<file path="src/rtl/multicycle_ctrl_fsm_if.sv">
// Control bundle between the multi-cycle sequencer and the RV32I datapath.
// The sequencer uses the slave modport; the datapath (or a bench) uses the master one.
interface multicycle_ctrl_fsm_if;
  logic [6:0] op;
  logic [2:0] funct3;
  logic [6:0] funct7;
  logic       zero;
  logic       mem_ready;
  logic       PCWrite;
  logic       AdrSrc;
  logic       MemWrite;
  logic       IRWrite;
  logic [1:0] ResultSrc;
  logic [1:0] ALUSrcA;
  logic [1:0] ALUSrcB;
  logic [1:0] ImmSrc;
  logic [2:0] ALUControl;
  logic       RegWrite;
  logic       illegal;
  logic [3:0] state_o;

  modport slave (
    input  op, funct3, funct7, zero, mem_ready,
    output PCWrite, AdrSrc, MemWrite, IRWrite, ResultSrc, ALUSrcA, ALUSrcB,
           ImmSrc, ALUControl, RegWrite, illegal, state_o
  );

  modport master (
    output op, funct3, funct7, zero, mem_ready,
    input  PCWrite, AdrSrc, MemWrite, IRWrite, ResultSrc, ALUSrcA, ALUSrcB,
           ImmSrc, ALUControl, RegWrite, illegal, state_o
  );
endinterface

</file>
<file path="src/rtl/multicycle_ctrl_fsm.sv">
// Moore sequencer for the multi-cycle RV32I core: fetch/decode/execute/memory/writeback
// with memory stalls on mem_ready. Handshake: an access completes in the cycle mem_ready=1.
module multicycle_ctrl_fsm (
  input  logic                         clk,
  input  logic                         rst,
  multicycle_ctrl_fsm_if.slave         bus
);
  localparam logic [3:0] S_FETCH    = 4'd0;
  localparam logic [3:0] S_DECODE   = 4'd1;
  localparam logic [3:0] S_MEMADR   = 4'd2;
  localparam logic [3:0] S_MEMREAD  = 4'd3;
  localparam logic [3:0] S_MEMWB    = 4'd4;
  localparam logic [3:0] S_MEMWRITE = 4'd5;
  localparam logic [3:0] S_EXECR    = 4'd6;
  localparam logic [3:0] S_EXECI    = 4'd7;
  localparam logic [3:0] S_ALUWB    = 4'd8;
  localparam logic [3:0] S_BEQ      = 4'd9;
  localparam logic [3:0] S_JAL      = 4'd10;

  localparam logic [6:0] OP_LW  = 7'b0000011;
  localparam logic [6:0] OP_SW  = 7'b0100011;
  localparam logic [6:0] OP_R   = 7'b0110011;
  localparam logic [6:0] OP_I   = 7'b0010011;
  localparam logic [6:0] OP_BEQ = 7'b1100011;
  localparam logic [6:0] OP_JAL = 7'b1101111;

  logic [3:0] state_q, state_d;
  logic [1:0] alu_op;
  logic       pc_update, branch;
  logic       ir_write, reg_write, mem_write, illegal_raw;
  logic       adr_src;
  logic [1:0] result_src, src_a, src_b;

  always_ff @(posedge clk or negedge rst) begin
    if (!rst) state_q <= S_FETCH;
    else      state_q <= state_d;
  end

  always_comb begin
    state_d     = S_FETCH;
    alu_op      = 2'b00;
    pc_update   = 1'b0;
    branch      = 1'b0;
    ir_write    = 1'b0;
    reg_write   = 1'b0;
    mem_write   = 1'b0;
    illegal_raw = 1'b0;
    adr_src     = 1'b0;
    result_src  = 2'b00;
    src_a       = 2'b00;
    src_b       = 2'b00;
    case (state_q)
      S_FETCH: begin
        src_b      = 2'b10;
        result_src = 2'b10;
        ir_write   = bus.mem_ready;
        pc_update  = bus.mem_ready;
        state_d    = bus.mem_ready ? S_DECODE : S_FETCH;
      end
      S_DECODE: begin
        src_a = 2'b01;
        src_b = 2'b01;
        case (bus.op)
          OP_LW, OP_SW: state_d = S_MEMADR;
          OP_R:         state_d = S_EXECR;
          OP_I:         state_d = S_EXECI;
          OP_BEQ:       state_d = S_BEQ;
          OP_JAL:       state_d = S_JAL;
          default: begin
            state_d     = S_FETCH;
            illegal_raw = 1'b1;
          end
        endcase
      end
      S_MEMADR: begin
        src_a   = 2'b10;
        src_b   = 2'b01;
        state_d = bus.op[5] ? S_MEMWRITE : S_MEMREAD;
      end
      S_MEMREAD: begin
        adr_src = 1'b1;
        state_d = bus.mem_ready ? S_MEMWB : S_MEMREAD;
      end
      S_MEMWB: begin
        result_src = 2'b01;
        reg_write  = 1'b1;
      end
      S_MEMWRITE: begin
        // Strobe stays up across the whole stall so the memory sees a stable request.
        adr_src   = 1'b1;
        mem_write = 1'b1;
        state_d   = bus.mem_ready ? S_FETCH : S_MEMWRITE;
      end
      S_EXECR: begin
        src_a   = 2'b10;
        alu_op  = 2'b10;
        state_d = S_ALUWB;
      end
      S_EXECI: begin
        src_a   = 2'b10;
        src_b   = 2'b01;
        alu_op  = 2'b10;
        state_d = S_ALUWB;
      end
      S_ALUWB: reg_write = 1'b1;
      S_BEQ: begin
        src_a  = 2'b10;
        alu_op = 2'b01;
        branch = 1'b1;
      end
      S_JAL: begin
        src_a     = 2'b01;
        src_b     = 2'b10;
        pc_update = 1'b1;
        state_d   = S_ALUWB;
      end
      default: state_d = S_FETCH;
    endcase
  end

  always_comb begin
    bus.ALUControl = 3'b000;
    case (alu_op)
      2'b01: bus.ALUControl = 3'b001;
      2'b10: begin
        case (bus.funct3)
          3'b000:  bus.ALUControl = (bus.op[5] & bus.funct7[5]) ? 3'b001 : 3'b000;
          3'b010:  bus.ALUControl = 3'b101;
          3'b110:  bus.ALUControl = 3'b011;
          3'b111:  bus.ALUControl = 3'b010;
          default: bus.ALUControl = 3'b000;
        endcase
      end
      default: bus.ALUControl = 3'b000;
    endcase
  end

  always_comb begin
    case (bus.op)
      OP_SW:   bus.ImmSrc = 2'b01;
      OP_BEQ:  bus.ImmSrc = 2'b10;
      OP_JAL:  bus.ImmSrc = 2'b11;
      default: bus.ImmSrc = 2'b00;
    endcase
  end

  // Strobes are gated by rst so they drop in the same instant reset asserts.
  assign bus.PCWrite   = rst & (pc_update | (branch & bus.zero));
  assign bus.IRWrite   = rst & ir_write;
  assign bus.RegWrite  = rst & reg_write;
  assign bus.MemWrite  = rst & mem_write;
  assign bus.illegal   = rst & illegal_raw;
  assign bus.AdrSrc    = adr_src;
  assign bus.ResultSrc = result_src;
  assign bus.ALUSrcA   = src_a;
  assign bus.ALUSrcB   = src_b;
  assign bus.state_o   = state_q;
endmodule

</file>
<file path="src/flat_wrapper.sv">
// flat-port wrapper written by rule: the top's interface ports become plain ports
module multicycle_ctrl_fsm_flat 
  (clk, rst, bus_op, bus_funct3, bus_funct7, bus_zero, bus_mem_ready, bus_PCWrite, bus_AdrSrc, bus_MemWrite, bus_IRWrite, bus_ResultSrc, bus_ALUSrcA, bus_ALUSrcB, bus_ImmSrc, bus_ALUControl, bus_RegWrite, bus_illegal, bus_state_o);
  multicycle_ctrl_fsm_if bus_i ();
  input  logic clk;
  input  logic rst;
  input wire logic [$bits(bus_i.op)-1:0] bus_op;
  input wire logic [$bits(bus_i.funct3)-1:0] bus_funct3;
  input wire logic [$bits(bus_i.funct7)-1:0] bus_funct7;
  input wire logic [$bits(bus_i.zero)-1:0] bus_zero;
  input wire logic [$bits(bus_i.mem_ready)-1:0] bus_mem_ready;
  output wire logic [$bits(bus_i.PCWrite)-1:0] bus_PCWrite;
  output wire logic [$bits(bus_i.AdrSrc)-1:0] bus_AdrSrc;
  output wire logic [$bits(bus_i.MemWrite)-1:0] bus_MemWrite;
  output wire logic [$bits(bus_i.IRWrite)-1:0] bus_IRWrite;
  output wire logic [$bits(bus_i.ResultSrc)-1:0] bus_ResultSrc;
  output wire logic [$bits(bus_i.ALUSrcA)-1:0] bus_ALUSrcA;
  output wire logic [$bits(bus_i.ALUSrcB)-1:0] bus_ALUSrcB;
  output wire logic [$bits(bus_i.ImmSrc)-1:0] bus_ImmSrc;
  output wire logic [$bits(bus_i.ALUControl)-1:0] bus_ALUControl;
  output wire logic [$bits(bus_i.RegWrite)-1:0] bus_RegWrite;
  output wire logic [$bits(bus_i.illegal)-1:0] bus_illegal;
  output wire logic [$bits(bus_i.state_o)-1:0] bus_state_o;
  assign bus_i.op = bus_op;
  assign bus_i.funct3 = bus_funct3;
  assign bus_i.funct7 = bus_funct7;
  assign bus_i.zero = bus_zero;
  assign bus_i.mem_ready = bus_mem_ready;
  assign bus_PCWrite = bus_i.PCWrite;
  assign bus_AdrSrc = bus_i.AdrSrc;
  assign bus_MemWrite = bus_i.MemWrite;
  assign bus_IRWrite = bus_i.IRWrite;
  assign bus_ResultSrc = bus_i.ResultSrc;
  assign bus_ALUSrcA = bus_i.ALUSrcA;
  assign bus_ALUSrcB = bus_i.ALUSrcB;
  assign bus_ImmSrc = bus_i.ImmSrc;
  assign bus_ALUControl = bus_i.ALUControl;
  assign bus_RegWrite = bus_i.RegWrite;
  assign bus_illegal = bus_i.illegal;
  assign bus_state_o = bus_i.state_o;
  multicycle_ctrl_fsm u_core (.clk(clk), .rst(rst), .bus(bus_i));
endmodule
</file>
<file path="config.mk">
export PLATFORM = sky130hd
export DESIGN_NAME = multicycle_ctrl_fsm_flat
export DESIGN_NICKNAME = d
export VERILOG_FILES = /design/src/rtl/multicycle_ctrl_fsm_if.sv /design/src/rtl/multicycle_ctrl_fsm.sv /design/src/flat_wrapper.sv
export SDC_FILE = /design/constraint.sdc
export NUM_CORES = 1
export LEC_CHECK = 0
export BUFFER_PORTS_ARGS = -buffer_cell sky130_fd_sc_hd__buf_2
export CORE_UTILIZATION = 43
export DETAILED_ROUTE_END_ITERATION = 6
export GPL_TIMING_DRIVEN = 0
export HOLD_SLACK_MARGIN = 0.06
export PLACE_DENSITY = 0.89
export SLEW_MARGIN = 10
export SYNTH_ARGS = -nofsm -noshare
export SYNTH_HDL_FRONTEND = slang
export SYNTH_SLANG_ARGS = --single-unit
</file>
<file path="constraint.sdc">
create_clock -name clk -period 2.8 [get_ports clk]
set_input_delay 0.56 -clock clk [delete_from_list [all_inputs] [get_ports clk]]
set_output_delay 0.56 -clock clk [all_outputs]
set_load 0.01 [all_outputs]
</file>
==> flow_metrics.tcl <==
set metrics [dict create \
    status "finished clean" \
    maxCapViolations 0 \
    grt_start_max_net_pins 11 \
    rr_endpoint "u_core.bus.state_o[0]$_DFF_PN0_" \
    die-area_um2 1526 \
    worstPathRequired_ns 2.24 \
    holdBufCountCts 0 \
    swShare_pct 34.55 \
    area_delta_synth_final_pct 35.81 \
    maxSlewViolCount 0 \
    p_int_mw 0.1507 \
    die_h_um 39.06 \
    clk_pin_slew_ns 0.04 \
    track_usage_pct 22.85 \
    overflow 0 \
    coreArea_um2 1186 \
    leakage_nw 0.4355 \
    portBuffers 35 \
    ant_nets 0 \
    cp_slowest_cell "dfrtp_1" \
    largest_reg_flops 4 \
    p_switching_mw 0.07956 \
    final_util_pct 67.62 \
    pwr-share-seq_pct 28.4 \
    clk_path_buf_depth 2 \
    drt_iter0_drc 36 \
    fin_crit_ns 2.617 \
    cts_inserted_buffers 3 \
    antenna_found_initial 0 \
    row_count 12 \
    syn_area_um2 590.6 \
    root_buffer "clkbuf_4" \
    syn_inst 85 \
    skew_ns 0.001425 \
    ctsHtreeMaxLevel 1 \
    drc 0 \
    die_w_um 39.06 \
    yosysSeqAreaShare_pct 16.95 \
    reg2regPathDepth 4 \
    vias 738 \
    synth_top_area_share_pct 16.95 \
    path_class "reg -> out" \
    finalNetCount 147 \
    antenna_cells 0 \
    crit_path_cell_trace "nor2b_1 -> and2_1 -> inv_1 -> ha_1 -> nor4_1 -> buf_2" \
    worst-path-max-fanout 15 \
    hold_violations 0 \
    dp_hpwl_um 1278 \
    vias_per_cell 5.426 \
    ys_ff_latch 4 \
    drive_gt1_share_pct 35.25 \
    grt_pass1_vias 577 \
    critical-path-top-delay-family "simple AND/OR/NAND/NOR gates" \
    avgSynthCellArea_um2 6.948 \
    wirelength_um 1588 \
    fin_setup_tns_ns 0 \
    p_per_area_nw_per_um2 287.1 \
    place.gp.congestion 0.8261 \
    cts_tree "yes" \
    grt_pass1_wl_um 2415 \
    clk_latency_ns 0.23 \
    initial_core_util_pct 49.79 \
    worstHoldPathType "in -> async" \
    dr.pass1.iters 4 \
    worst_slew_pin_slew_ns 0.4280 \
    p_comb_share_pct 41.5 \
    synth_cell_type_count 34 \
    cts_num_sinks 4 \
    clockPowerShare_pct 30.1 \
    synth_area_leaders "dfrtp_1 (17%), nor2_1 (7.0%), nor4_1 (5.3%)" \
    rrSetupSlack_ns 1.08 \
    setup_violations 0 \
    fillCellCount 109 \
    max_stage_delay_ns 0.59 \
    fin_crit_sh_pct 93.46 \
    syn-num-nets 108 \
    pin_count 42 \
    cp.arrival_ns 2.06 \
    r2r_start "u_core.bus.state_o[1]$_DFF_PN0_" \
    irDropWorstVdd_mv 0.2860 \
    cp_num_buf_inv 2 \
    crit_path_end_kind "primary output" \
    rsz0062_at_grt "no" \
    ys_warn_count 0 \
    wire_per_inst_um 11.68 \
    synth_largest_area_cell "dfrtp_1" \
    slew_headroom_pct 71.47 \
    critPathLaunchType "register" \
    fmax_ghz 0.3821 \
]
-- how the worst max path moves through the flow --
stage / cells after the start / startpoint / to
finish: 6 / u_core.bus.state_o[1]$_DFF_PN0_ / bus_ALUControl[2]
global route: 6 / u_core.bus.state_o[1]$_DFF_PN0_ / bus_ALUControl[2]
CTS: 7 / u_core.bus.state_o[1]$_DFF_PN0_ / bus_ALUControl[2]
detailed placement: 7 / u_core.bus.state_o[1]$_DFF_PN0_ / bus_ALUControl[2]
global placement: 7 / u_core.bus.state_o[1]$_DFF_PN0_ / bus_ALUControl[2]
floorplan: 6 / u_core.bus.state_o[1]$_DFF_PN0_ / bus_ALUControl[2]
-- power groups by stage --
stage	Clock [mW]	Combinational (mW)	Sequential, mW
floorplan	0	0.0564	0.0657
global placement	0	0.0949	0.0646
detailed placement	0	0.0972	0.0649
CTS	0.0719	0.0975	0.0642
global route	0.0797	0.106	0.0659
finish	0.0693	0.0956	0.0654
-- timing repair --
item | in CTS | in global routing
resized for setup | 0 | 0
endpoints found under the setup margin | 0 | 1
setup buffers | 0 | 0
-- metrics by stage --
step           instance area (um2)  total power, mW  hold slack, ns  std cells  setup WS (ns)
2_1_floorplan                590.6           0.1221          0.2644         85         0.3945
3_3_place_gp                 783.3           0.1594          0.3869        134         0.3251
3_5_place_dp                 783.3           0.1621          0.3865        134         0.2675
4_1_cts                      805.8           0.2336          0.1409        137       0.009280
5_1_grt                      802.0           0.2519          0.1403        136       0.005455
6_report                     802.0           0.2303          0.1451        136         0.1832
-- synthesized netlist by cell type --
| cell type | n |
|---|---|
| or4b_4 | 1 |
| nor4_4 | 1 |
| a31oi_1 | 3 |
| inv_1 | 6 |
| nand3b_1 | 3 |
| a21oi_1 | 3 |
| buf_1 | 2 |
| a22oi_1 | 1 |
| or3_1 | 1 |
| or3b_2 | 1 |
| xnor2_1 | 1 |
| clkbuf_1 | 2 |
| and2_1 | 2 |
| o21ai_0 | 4 |
| o21a_1 | 1 |
| o31ai_1 | 1 |
| a31o_2 | 1 |
| dfrtp_1 | 4 |
| nor2b_1 | 4 |
| nor3b_1 | 2 |
| ha_1 | 2 |
| nand2b_1 | 1 |
| nand3_1 | 3 |
| mux2i_1 | 1 |
| nor4_1 | 5 |
| nor3_1 | 3 |
| buf_6 | 1 |
| nand2_1 | 7 |
| nand4_1 | 1 |
| nor2_1 | 11 |
| and3_1 | 2 |
| a211oi_1 | 1 |
| and4_1 | 1 |
| xor2_1 | 2 |
-- kinds of logic (layout without fill, tap and decap cells) --
family,after synthesis,in the layout,synth area share [%]
fa+ha+maj,2,2,4.237
flops,4,4,16.95
compound gates,15,15,15.68
buf+inv,11,48,8.263
simple gates,49,49,48.73
mux,1,1,1.695
xor+xnor,3,3,4.450
-- worst register-to-register path, cell delays in order (launching register included) --
cell     delay [ns]
dfrtp_1        0.52
or4b_4         0.64
nor4_4         0.25
nand2_1        0.11
o31ai_1        0.10
-- metal layers --
metal | routed length, um | up-vias | GRT usage (%)
li1 | - | 379 | -
met1 | 711 | 321 | 28.92
met3 | 105 | 0 | 4.046
met4 | 0 | 0 | 4.310
met2 | 771 | 38 | 40.00
met5 | 0 | - | 0
-- cells in the final DEF, fill, tap and decap left out, types with 2 or more instances in the layout --
master     n
nand2_1    7
clkbuf_4   3
and3_1     2
nor4_1     5
a21oi_1    3
a31oi_1    3
o21ai_0    4
nor3b_1    2
nand3_1    3
dfrtp_1    4
buf_2     35
clkbuf_1   2
nor3_1     3
nor2b_1    4
nor2_1    11
ha_1       2
inv_1      6
nand3b_1   3
xor2_1     2
and2_1     2
-- cell type report --
cell class | instances | area (um2) | area share, %
Tap cell | 14 | 17.52 | 2.184
Clock buffer | 3 | 22.52 | 2.808
Multi-Input combinational cell | 70 | 441.7 | 55.07
Timing Repair Buffer | 35 | 175.2 | 21.84
Inverter | 6 | 22.52 | 2.808
Sequential cell | 4 | 100.1 | 12.48
Buffer | 4 | 22.52 | 2.808
Note: power is estimated with default switching activity, not from simulation.
